===== src/rtl/regfile_scoreboard_pkg.sv =====
// Shared core package for the register-file scoreboard: sizes, address type,
// write-back port bundle and a duplicate-write-back helper.
`default_nettype none

package regfile_scoreboard_pkg;

  localparam int NUM_REGS = 32;
  localparam int ADDR_W   = 5;

  typedef logic [ADDR_W-1:0] reg_addr_t;

  typedef struct packed {
    logic      valid;
    reg_addr_t addr;
  } wb_port_t;

  // Both ports retiring the same real register in one cycle is a protocol error
  function automatic logic wb_is_dup(input wb_port_t a, input wb_port_t b);
    return a.valid && b.valid && (a.addr == b.addr) && (a.addr != '0);
  endfunction

endpackage

`default_nettype wire


===== src/rtl/regfile_scoreboard_if.sv =====
// Issue / write-back / status bundle between the decoder side (master) and
// the scoreboard (slave).
`default_nettype none

interface regfile_scoreboard_if;
  import regfile_scoreboard_pkg::*;

  logic            issue_valid_i;
  reg_addr_t       rs1_i;
  reg_addr_t       rs2_i;
  reg_addr_t       rd_i;
  logic            rd_we_i;
  logic            flush_i;
  logic            wb0_valid_i;
  reg_addr_t       wb0_addr_i;
  logic            wb1_valid_i;
  reg_addr_t       wb1_addr_i;
  logic            stall_o;
  logic            issue_o;
  logic            busy_o;
  logic [ADDR_W:0] pend_cnt_o;
  logic            err_o;

  modport master (
    output issue_valid_i, rs1_i, rs2_i, rd_i, rd_we_i, flush_i,
    output wb0_valid_i, wb0_addr_i, wb1_valid_i, wb1_addr_i,
    input  stall_o, issue_o, busy_o, pend_cnt_o, err_o
  );

  modport slave (
    input  issue_valid_i, rs1_i, rs2_i, rd_i, rd_we_i, flush_i,
    input  wb0_valid_i, wb0_addr_i, wb1_valid_i, wb1_addr_i,
    output stall_o, issue_o, busy_o, pend_cnt_o, err_o
  );

endinterface

`default_nettype wire


===== src/rtl/regfile_scoreboard_hazard_check.sv =====
// hazard_check: combinational RAW/WAW stall decision against the pending vector.
// SCOREBOARD_BYPASS_EN: registers retiring this cycle count as not pending.
`default_nettype none

module hazard_check #(
  parameter int NUM_REGS = 32,
  parameter int ADDR_W   = 5
) (
  input  wire logic [NUM_REGS-1:0] pend_i,
  input  wire logic [NUM_REGS-1:0] clr_i,
  input  wire logic                issue_valid_i,
  input  wire logic [ADDR_W-1:0]   rs1_i,
  input  wire logic [ADDR_W-1:0]   rs2_i,
  input  wire logic [ADDR_W-1:0]   rd_i,
  input  wire logic                rd_we_i,
  output logic                     stall_o
);

  logic [NUM_REGS-1:0] pend_eff;

`ifdef SCOREBOARD_BYPASS_EN
  assign pend_eff = pend_i & ~clr_i;
`else
  logic unused_clr;
  assign unused_clr = ^clr_i;
  assign pend_eff   = pend_i;
`endif

  assign stall_o = issue_valid_i &
                   (pend_eff[rs1_i] | pend_eff[rs2_i] | (rd_we_i & pend_eff[rd_i]));

endmodule

`default_nettype wire


===== src/rtl/regfile_scoreboard.sv =====
// regfile_scoreboard: tracks outstanding register writes, stalls hazardous issue,
// flags write-back protocol errors. Optional macro: SCOREBOARD_BYPASS_EN.
`default_nettype none

module regfile_scoreboard #(
  parameter int NUM_REGS = regfile_scoreboard_pkg::NUM_REGS,
  parameter int ADDR_W   = regfile_scoreboard_pkg::ADDR_W
) (
  input  wire logic           clk_i,
  input  wire logic           rsn_i,
  regfile_scoreboard_if.slave sb
);
  import regfile_scoreboard_pkg::wb_port_t;
  import regfile_scoreboard_pkg::wb_is_dup;

  localparam int CNT_W = ADDR_W + 1;

  logic [NUM_REGS-1:0] pend_q, pend_d;
  logic [NUM_REGS-1:0] set_mask, clr0_mask, clr1_mask, clr_mask;
  logic [CNT_W-1:0]    cnt_q, cnt_d;
  logic                err_q, err_d;
  logic                stall, issue, dup;
  logic                clr0_hit, clr1_hit, nonpend0, nonpend1, inc;
  wb_port_t            wb0, wb1;

  assign wb0 = '{valid: sb.wb0_valid_i, addr: sb.wb0_addr_i};
  assign wb1 = '{valid: sb.wb1_valid_i, addr: sb.wb1_addr_i};

  hazard_check #(
    .NUM_REGS (NUM_REGS),
    .ADDR_W   (ADDR_W)
  ) u_hazard_check (
    .pend_i        (pend_q),
    .clr_i         (clr_mask),
    .issue_valid_i (sb.issue_valid_i),
    .rs1_i         (sb.rs1_i),
    .rs2_i         (sb.rs2_i),
    .rd_i          (sb.rd_i),
    .rd_we_i       (sb.rd_we_i),
    .stall_o       (stall)
  );

  assign issue = sb.issue_valid_i & ~stall;

  // x0 is hard-wired zero: never set, never cleared
  always_comb begin
    set_mask  = '0;
    clr0_mask = '0;
    clr1_mask = '0;
    if (issue && sb.rd_we_i && (sb.rd_i != '0)) set_mask[sb.rd_i]   = 1'b1;
    if (wb0.valid && (wb0.addr != '0))          clr0_mask[wb0.addr] = 1'b1;
    if (wb1.valid && (wb1.addr != '0))          clr1_mask[wb1.addr] = 1'b1;
  end

  assign clr_mask = clr0_mask | clr1_mask;
  assign dup      = wb_is_dup(wb0, wb1);
  assign clr0_hit = |(clr0_mask & pend_q);
  assign clr1_hit = |(clr1_mask & pend_q) & ~dup;
  assign nonpend0 = |clr0_mask & ~(|(clr0_mask & pend_q));
  assign nonpend1 = |clr1_mask & ~(|(clr1_mask & pend_q));
  // A set on a bit that survives this cycle's clears adds nothing to the count
  assign inc      = |set_mask & ~(|(set_mask & pend_q & ~clr_mask));

  always_comb begin
    pend_d = (pend_q & ~clr_mask) | set_mask;
    cnt_d  = cnt_q + CNT_W'(inc) - CNT_W'(clr0_hit) - CNT_W'(clr1_hit);
    err_d  = err_q | nonpend0 | nonpend1 | dup;
    if (sb.flush_i) begin
      pend_d = '0;
      cnt_d  = '0;
      err_d  = err_q;
    end
  end

  always_ff @(posedge clk_i or negedge rsn_i) begin
    if (!rsn_i) begin
      pend_q <= '0;
      cnt_q  <= '0;
      err_q  <= 1'b0;
    end else begin
      pend_q <= pend_d;
      cnt_q  <= cnt_d;
      err_q  <= err_d;
    end
  end

  assign sb.stall_o    = stall;
  assign sb.issue_o    = issue;
  assign sb.busy_o     = (cnt_q != '0);
  assign sb.pend_cnt_o = cnt_q;
  assign sb.err_o      = err_q;

endmodule

`default_nettype wire

===== src/flat_wrapper.sv =====
// flat-port wrapper written by rule: the top's interface ports become plain ports
module regfile_scoreboard_flat import regfile_scoreboard_pkg::wb_port_t; import regfile_scoreboard_pkg::wb_is_dup;
#(
  parameter int NUM_REGS = regfile_scoreboard_pkg::NUM_REGS,
  parameter int ADDR_W   = regfile_scoreboard_pkg::ADDR_W
)
  (clk_i, rsn_i, sb_issue_valid_i, sb_rs1_i, sb_rs2_i, sb_rd_i, sb_rd_we_i, sb_flush_i, sb_wb0_valid_i, sb_wb0_addr_i, sb_wb1_valid_i, sb_wb1_addr_i, sb_stall_o, sb_issue_o, sb_busy_o, sb_pend_cnt_o, sb_err_o);
  regfile_scoreboard_if sb_i ();
  input  wire logic clk_i;
  input  wire logic rsn_i;
  input wire logic [$bits(sb_i.issue_valid_i)-1:0] sb_issue_valid_i;
  input wire logic [$bits(sb_i.rs1_i)-1:0] sb_rs1_i;
  input wire logic [$bits(sb_i.rs2_i)-1:0] sb_rs2_i;
  input wire logic [$bits(sb_i.rd_i)-1:0] sb_rd_i;
  input wire logic [$bits(sb_i.rd_we_i)-1:0] sb_rd_we_i;
  input wire logic [$bits(sb_i.flush_i)-1:0] sb_flush_i;
  input wire logic [$bits(sb_i.wb0_valid_i)-1:0] sb_wb0_valid_i;
  input wire logic [$bits(sb_i.wb0_addr_i)-1:0] sb_wb0_addr_i;
  input wire logic [$bits(sb_i.wb1_valid_i)-1:0] sb_wb1_valid_i;
  input wire logic [$bits(sb_i.wb1_addr_i)-1:0] sb_wb1_addr_i;
  output wire logic [$bits(sb_i.stall_o)-1:0] sb_stall_o;
  output wire logic [$bits(sb_i.issue_o)-1:0] sb_issue_o;
  output wire logic [$bits(sb_i.busy_o)-1:0] sb_busy_o;
  output wire logic [$bits(sb_i.pend_cnt_o)-1:0] sb_pend_cnt_o;
  output wire logic [$bits(sb_i.err_o)-1:0] sb_err_o;
  assign sb_i.issue_valid_i = sb_issue_valid_i;
  assign sb_i.rs1_i = sb_rs1_i;
  assign sb_i.rs2_i = sb_rs2_i;
  assign sb_i.rd_i = sb_rd_i;
  assign sb_i.rd_we_i = sb_rd_we_i;
  assign sb_i.flush_i = sb_flush_i;
  assign sb_i.wb0_valid_i = sb_wb0_valid_i;
  assign sb_i.wb0_addr_i = sb_wb0_addr_i;
  assign sb_i.wb1_valid_i = sb_wb1_valid_i;
  assign sb_i.wb1_addr_i = sb_wb1_addr_i;
  assign sb_stall_o = sb_i.stall_o;
  assign sb_issue_o = sb_i.issue_o;
  assign sb_busy_o = sb_i.busy_o;
  assign sb_pend_cnt_o = sb_i.pend_cnt_o;
  assign sb_err_o = sb_i.err_o;
  regfile_scoreboard #(.NUM_REGS(NUM_REGS), .ADDR_W(ADDR_W)) u_core (.clk_i(clk_i), .rsn_i(rsn_i), .sb(sb_i));
endmodule

===== config.mk =====
export PLATFORM = sky130hd
export DESIGN_NAME = regfile_scoreboard_flat
export DESIGN_NICKNAME = d
export VERILOG_FILES = /design/src/rtl/regfile_scoreboard_pkg.sv /design/src/rtl/regfile_scoreboard_if.sv /design/src/rtl/regfile_scoreboard_hazard_check.sv /design/src/rtl/regfile_scoreboard.sv /design/src/flat_wrapper.sv
export SDC_FILE = /design/constraint.sdc
export NUM_CORES = 1
export LEC_CHECK = 0
export ABC_AREA = 1
export BUFFER_PORTS_ARGS = -buffer_cell sky130_fd_sc_hd__buf_2
export CAP_MARGIN = 20
export CORE_MARGIN = 4
export CORE_UTILIZATION = 39
export CTS_CLUSTER_DIAMETER = 100
export DETAILED_ROUTE_END_ITERATION = 6
export PLACE_DENSITY_LB_ADDON = 0.1
export SLEW_MARGIN = 20
export SYNTH_ARGS = -nofsm -noshare
export SYNTH_HDL_FRONTEND = slang
export SYNTH_SLANG_ARGS = --single-unit

===== constraint.sdc =====
create_clock -name clk_i -period 2.9 [get_ports clk_i]
set_input_delay 0.145 -clock clk_i [delete_from_list [all_inputs] [get_ports clk_i]]
set_output_delay 0.145 -clock clk_i [all_outputs]
set_load 0.02 [all_outputs]

; After elaboration in Yosys (flattened, before gate mapping)
; Index checks and enable logic that the tools add are counted.
[word_totals]
ff_bits = 39
inputBits = 32
output_inout_bits = 10
elab_cells = 77
[op_classes]
add_sub_neg = 3
n_lt_le_gt_ge = 8
eq_ne = 1
mux = 17
n_bitwise = 25
reduce_logical = 20
[op_table]
columns = op, count
row1 = OR reduction 32 bit, 6
row2 = AND 32 bit, 5
row3 = two-way mux 32 bit, 4
row4 = OR 32 bit, 2
row5 = inverter 32 bit, 1
row6 = < comparator 5 x 6 -> 1 bit (second input constant), 5
row7 = binary-select mux 1 bit (select 5 bit), 3
row8 = demux 1 bit (select 5 bit), 3
row9 = >= comparator 5 x 1 -> 1 bit (second input constant), 3
row10 = nonzero test 5 bit, 3
row11 = subtractor 6 x 1 -> 6 bit, 2
row12 = logical AND 1 bit, 10
row13 = AND 1 bit, 7
row14 = adder 6 x 1 -> 6 bit, 1
row15 = two-way mux 1 bit, 6
row16 = two-way mux 6 bit, 1
row17 = nonzero test 6 bit, 1
row18 = == test 5 bit, 1
row19 = inverter 1 bit, 5
row20 = OR 1 bit, 5

; Logic depth before layout (Yosys ltp)
[logic_depth]
depth_word = 19
mapped_depth = 22
depth_no_buf = 20

; Cells and area by module
; Synthesis repeated with hierarchy kept, for this count alone.
[unflattened]
cells_unflattened = 833
area_unflattened_um2 = 4524.3
[modules_own_cells]
columns = module, n_inst, cells_per_inst, area_each_um2, seq_area_each_um2
row1 = regfile_scoreboard, 1, 586, 3428.3, 975.9
row2 = hazard_check, 1, 247, 1096.1, 0.0

; Worst setup path after synthesis
; OpenSTA, ideal clock, no wires.
[synth_path]
kind = reg2reg
start = register u_core.pend_q[11]
end = register u_core.cnt_q[5] (netlist: u_core.sb.pend_cnt_o[5])
setup_time_ns = 0.077
t_arrival_ns = 3.321
required_time_ns = 2.823
path_slack_ns = -0.499
stages_incl_launch_ff = 19
path_buffers = 0
period_less_slack_ns = 3.399
path_cell_list = dfrtp_1 inv_1 nor2_1 nor2_1 nand2_1 nand2_1 nand2_1 nor2_2 a21oi_2 nor3b_1 nand2_1 fa_1 inv_1 ha_1 ha_1 fa_1 a31oi_1 o21ai_0 a21oi_1
[synth_between]
elab_chain_len = 19
elab_cells_between_ends = 30
classes_between = add/sub: 3 / mux: 8 / bitwise: 13 / reduce/logical: 6
[synth_rtl]
columns = element, line_no
row1 = "start, declared", regfile_scoreboard.sv:18  ; logic [NUM_REGS-1:0] pend_q, pend_d;
row2 = "start signal, assigned", regfile_scoreboard.sv:81  ; pend_q <= pend_d;
row3 = binary-select mux 1 bit (select 5 bit), regfile_scoreboard_hazard_check.sv:30  ; (pend_eff[rs1_i] | pend_eff[rs2_i] | (rd_we_i & pend_eff[rd_i]));
row4 = two-way mux 1 bit (not written as such), regfile_scoreboard_hazard_check.sv:30
row5 = OR 1 bit / AND 1 bit (equally long branches), regfile_scoreboard_hazard_check.sv:30
row6 = OR 1 bit (*), regfile_scoreboard_hazard_check.sv:30
row7 = AND 1 bit (*), regfile_scoreboard_hazard_check.sv:29  ; assign stall_o = issue_valid_i &
row8 = inverter 1 bit (*), regfile_scoreboard.sv:43  ; assign issue = sb.issue_valid_i & ~stall;
row9 = AND 1 bit (*), regfile_scoreboard.sv:43
row10 = via sb_issue_o, flat_wrapper.sv:22  ; output wire logic [$bits(sb_i.issue_o)-1:0] sb_issue_o;
row11 = [3 not listed], n/a
row12 = AND 32 bit (2 in series), regfile_scoreboard.sv:62  ; assign inc = |set_mask & ~(|(set_mask & pend_q & ~clr_mask));
row13 = OR reduction 32 bit, regfile_scoreboard.sv:62
row14 = inverter 1 bit, regfile_scoreboard.sv:62
row15 = AND 1 bit (*), regfile_scoreboard.sv:62
row16 = adder 6 x 1 -> 6 bit (*), regfile_scoreboard.sv:66  ; cnt_d = cnt_q + CNT_W'(inc) - CNT_W'(clr0_hit) - CNT_W'(clr1_hit);
row17 = subtractor 6 x 1 -> 6 bit (*) (2 in series), regfile_scoreboard.sv:66
row18 = two-way mux 6 bit (*), regfile_scoreboard.sv:68  ; if (sb.flush_i) begin
row19 = via u_core.cnt_d[5], regfile_scoreboard.sv:20  ; logic [CNT_W-1:0] cnt_q, cnt_d;
row20 = "end signal, assigned", regfile_scoreboard.sv:82  ; cnt_q <= cnt_d;
row21 = "end, declared", regfile_scoreboard.sv:20
; Mark *: on every way through the listed nets, which the timed path passes. The rest lies on a longest branch. The select of a mux whose other input is x is not followed.
; A chain may end at the register's enable or synchronous reset.

; Final worst setup path
[layout_path]
start = register u_core.pend_q[23]
end = register u_core.cnt_q[5] (netlist: u_core.sb.pend_cnt_o[5])
[layout_between]
elab_chain_len = 19
elab_cells_between_ends = 30
classes_between = add/sub: 3 / mux: 8 / bitwise: 13 / reduce/logical: 6
[layout_rtl]
columns = element, line_no
row1 = binary-select mux 1 bit (select 5 bit), regfile_scoreboard_hazard_check.sv:30
row2 = two-way mux 1 bit (not written as such), regfile_scoreboard_hazard_check.sv:30
row3 = OR 1 bit / AND 1 bit (equally long branches), regfile_scoreboard_hazard_check.sv:30
row4 = OR 1 bit, regfile_scoreboard_hazard_check.sv:30
row5 = AND 1 bit, regfile_scoreboard_hazard_check.sv:29
row6 = inverter 1 bit, regfile_scoreboard.sv:43
row7 = AND 1 bit, regfile_scoreboard.sv:43
row8 = logical AND 1 bit (2 in series), regfile_scoreboard.sv:50  ; if (issue && sb.rd_we_i && (sb.rd_i != '0)) set_mask[sb.rd_i] = 1'b1;
row9 = [3 not listed], n/a
row10 = OR reduction 32 bit, regfile_scoreboard.sv:62
row11 = inverter 1 bit, regfile_scoreboard.sv:62
row12 = AND 1 bit, regfile_scoreboard.sv:62
row13 = adder 6 x 1 -> 6 bit, regfile_scoreboard.sv:66
row14 = subtractor 6 x 1 -> 6 bit, regfile_scoreboard.sv:66
row15 = subtractor 6 x 1 -> 6 bit (*), regfile_scoreboard.sv:66
row16 = two-way mux 6 bit (*), regfile_scoreboard.sv:68
row17 = via u_core.cnt_d[5], regfile_scoreboard.sv:20
; Marked as above.

==> metrics.txt <==
outcome=finished, violations left; failing checks=negative setup slack; register bit total from synthesis=39; TritonCTS Buffers=5; R2R cell count=18; Synth Net Count=815; startpoint types=register; post-layout instance area=6218 um^2; worst relative slew slack=0.3702; Yosys top cell by area=dfrtp_1; Metal-1 WL=9.028 mm; HPWL after DPL=15.48 mm; syn avg cell area=5.693 um^2; Worst setup EP type=register; Initial DRC Count=654; unrepaired setup endpoints after global routing=true; pwr dens=269.0 nW/um^2; Final Hold Vio Count=0; Mapped Cells=773; clock tree buffer depth=2; clock root buffer=clkbuf_16; fin worst setup slack=-0.2636 ns; Post-route DRC=0; WL/cell=17.70 um; DP Area=5723 um^2; top_reg_cell synth=dfrtp_1; number of global-route vias before repair=5539; Die X=114.2 um; Crit Path Max Fanout=4; grt total ovfl=0; period utilisation layout=1.091; Max Cap Violations=0; setup TNS=-0.7821 ns; Worst Path Arrival=3.38 ns; worst hold slack=0.0003113 ns; CTS tree=yes; CTS clk-pin slew, worst paths=0.06 ns; fin. max-slew vios=0; area delta synth->final=41.31%; CTS sink cnt=39; Final #Nets=994; Worst Path Class, Setup=reg2reg; CTS HTree Levels=2; vias per cell=5.415; Mapped Area=4400 um^2; # rows=38; Fin Clk Skew=0.004533 ns; GPL Wtd Cong=1.001; iteration count of the initial detailed-routing pass=6; antenna cells=0; post-route ant nets=0; Req. time, crit path=3.11 ns; WL met2=8.300 mm; setup violators final=4; total core area=10940 um^2; final WL=19.35 mm; uppermost layer routed=met4; CP max stage delay=0.54 ns; HP Class=in2async; top cells by area, synth=dfrtp_1 (22%), nand2_1 (19%), nor2_1 (11%), nand3_1 (8.5%), inv_1 (8.4%); Async SR Flop Fraction=1.000; Die H=114.2 um; Most common cell on crit path=nand2_1; Fill cells=1145; yosys warns=0; layout cell share with drive strength beyond 1=0.2949; most frequent cells after synthesis=nand2_1 (218), nor2_1 (127), inv_1 (98), nand3_1 (75), nand4_1 (54); CP Cell Sequence=nand2_1 > o21ai_2 > nand2_1 > nand2_1 > nand2_1 > nand2_1 > nor2_2 > a21oi_4 > nor3b_4 > nand2_1 > fa_2 > inv_2 > ha_4 > ha_4 > fa_2 > a31oi_4 > o21ai_1 > a21oi_1; DIE AREA=13050 um^2; Tot GR Track Use=0.2932; top cell type's share of synthesized area=0.2218; Pwr Total=1.673 mW; met3 wire length=1.410 mm; total number of vias=5919; global-route wire length before repair=29.48 mm; later-pin clock latency in the skew report=0.29 ns; sequential fraction of the synthesis area=0.2218; largest net degree at the start of global routing=40; Initial Util=0.4024; final core utilization=0.5687; Ports=42; most frequent cell after synthesis=nand2_1; Achievable Freq=316.1 MHz; min Tclk post-route=3.164 ns; worst vdd ir=358.6 uV; Buffers on Ports=41; worst slew pin tran=0.9447 ns; leakage power=3.034 nW; slowest CP cell=fa_2; initial antenna violation count=0; Yosys cell types=34; number of synthesized flops with an enable pin=0
==> registers in the layout, indices dropped and copies added, names as in the netlist <==
signal,count
u_core.sb.err_o,1
u_core.pend_q,32
u_core.sb.pend_cnt_o,6
==> worst max-delay path, delay by kind of cell, from the launching register on <==
kind	cells	cell delay (ns)
flip-flops	1	0.43
adder cells (fa/ha/maj)	4	1.22
AO/OA/AOI/OAI	5	0.54
AND/OR/NAND/NOR	8	0.86
buffers and inverters	1	0.04
==> per-layer routing <==
layer  vias to the layer above  GRT usage
li1                       2868          -
met1                      2734     0.4287
met2                       277     0.4504
met3                        40    0.02643
met4                         0     0.1045
met5                         -          0
==> stage by stage <==
stage | std cells | worst slack [ns]
2_1_floorplan | 773 | -0.1000
3_3_place_gp | 1067 | -0.3294
3_5_place_dp | 1067 | -0.4115
6_report | 1093 | -0.2636
5_1_grt | 1093 | -0.4077
4_1_cts | 1090 | -0.2282
==> cell usage in the layout (no fill, tap or decap), types with 2 or more instances in the layout <==
| cell | instances |
|---|---|
| a21oi_1 | 38 |
| buf_12 | 5 |
| buf_2 | 41 |
| buf_4 | 153 |
| buf_6 | 7 |
| clkbuf_16 | 5 |
| dfrtp_1 | 30 |
| dfrtp_2 | 9 |
| fa_2 | 2 |
| ha_1 | 6 |
| ha_4 | 2 |
| inv_1 | 83 |
| inv_2 | 15 |
| inv_4 | 3 |
| nand2_1 | 207 |
| nand2_2 | 12 |
| nand2_4 | 4 |
| nand3_1 | 69 |
| nand3_2 | 6 |
| nand3b_1 | 8 |
| nand4_1 | 54 |
| nor2_1 | 124 |
| nor2_2 | 4 |
| nor2_4 | 2 |
| nor3_1 | 19 |
| nor4_1 | 2 |
| o211ai_1 | 2 |
| o21ai_0 | 14 |
| o21ai_1 | 5 |
| o21ai_2 | 2 |
| o22ai_1 | 5 |
| xor2_1 | 2 |
==> repair_timing <==
action | 4_1_cts | 5_1_grt
resized for setup | 45 | 22
pin swaps | 13 | 16
endpoints found under the setup margin | 4 | 4
hold buffers | 0 | 0
setup buffers | 15 | 3
endpoints found under the hold margin | 0 | 0
==> final timing paths <==
path / slack, ns / to / from
worst max-delay path: -0.26 / u_core.sb.pend_cnt_o[5] / u_core.pend_q[23]
max in group asynchronous: 2.24 / u_core.pend_q[4] / rsn_i
worst max register to register: -0.26 / u_core.sb.pend_cnt_o[5] / u_core.pend_q[23]
worst min-delay path: 0.0003 / u_core.pend_q[14] / rsn_i
min in group clk_i: 0.40 / u_core.pend_q[8] / sb_rd_i[4]
worst min register to register: 0.46 / u_core.sb.err_o / u_core.sb.err_o
==> cell type report <==
class                           count  area, um^2  area share
Sequential cell                    39       987.2      0.1588
Tap cell                          140       175.2     0.02817
Inverter                          102       390.4     0.06278
Multi-Input combinational cell    598        2959      0.4759
Clock inverter                      2       35.03    0.005634
Timing Repair Buffer              206        1533      0.2465
Clock buffer                        6       138.9     0.02233
==> logic make-up after synthesis <==
| kind of cell | synth area share |
|---|---|
| compound gates | 0.08388 |
| xor+xnor | 0.003981 |
| flops | 0.2218 |
| simple gates | 0.5175 |
| fa+ha+maj | 0.03185 |
| buf+inv | 0.1410 |
==> report_power, final <==
part	internal (mW)	leakage (nW)	switching, mW
clock	0.428	0.0868	0.238
combinational	0.164	2.42	0.286
sequential	0.550	0.524	0.00624
total	1.14	3.03	0.530
No activity file was read; power rests on OpenSTA's default activity.
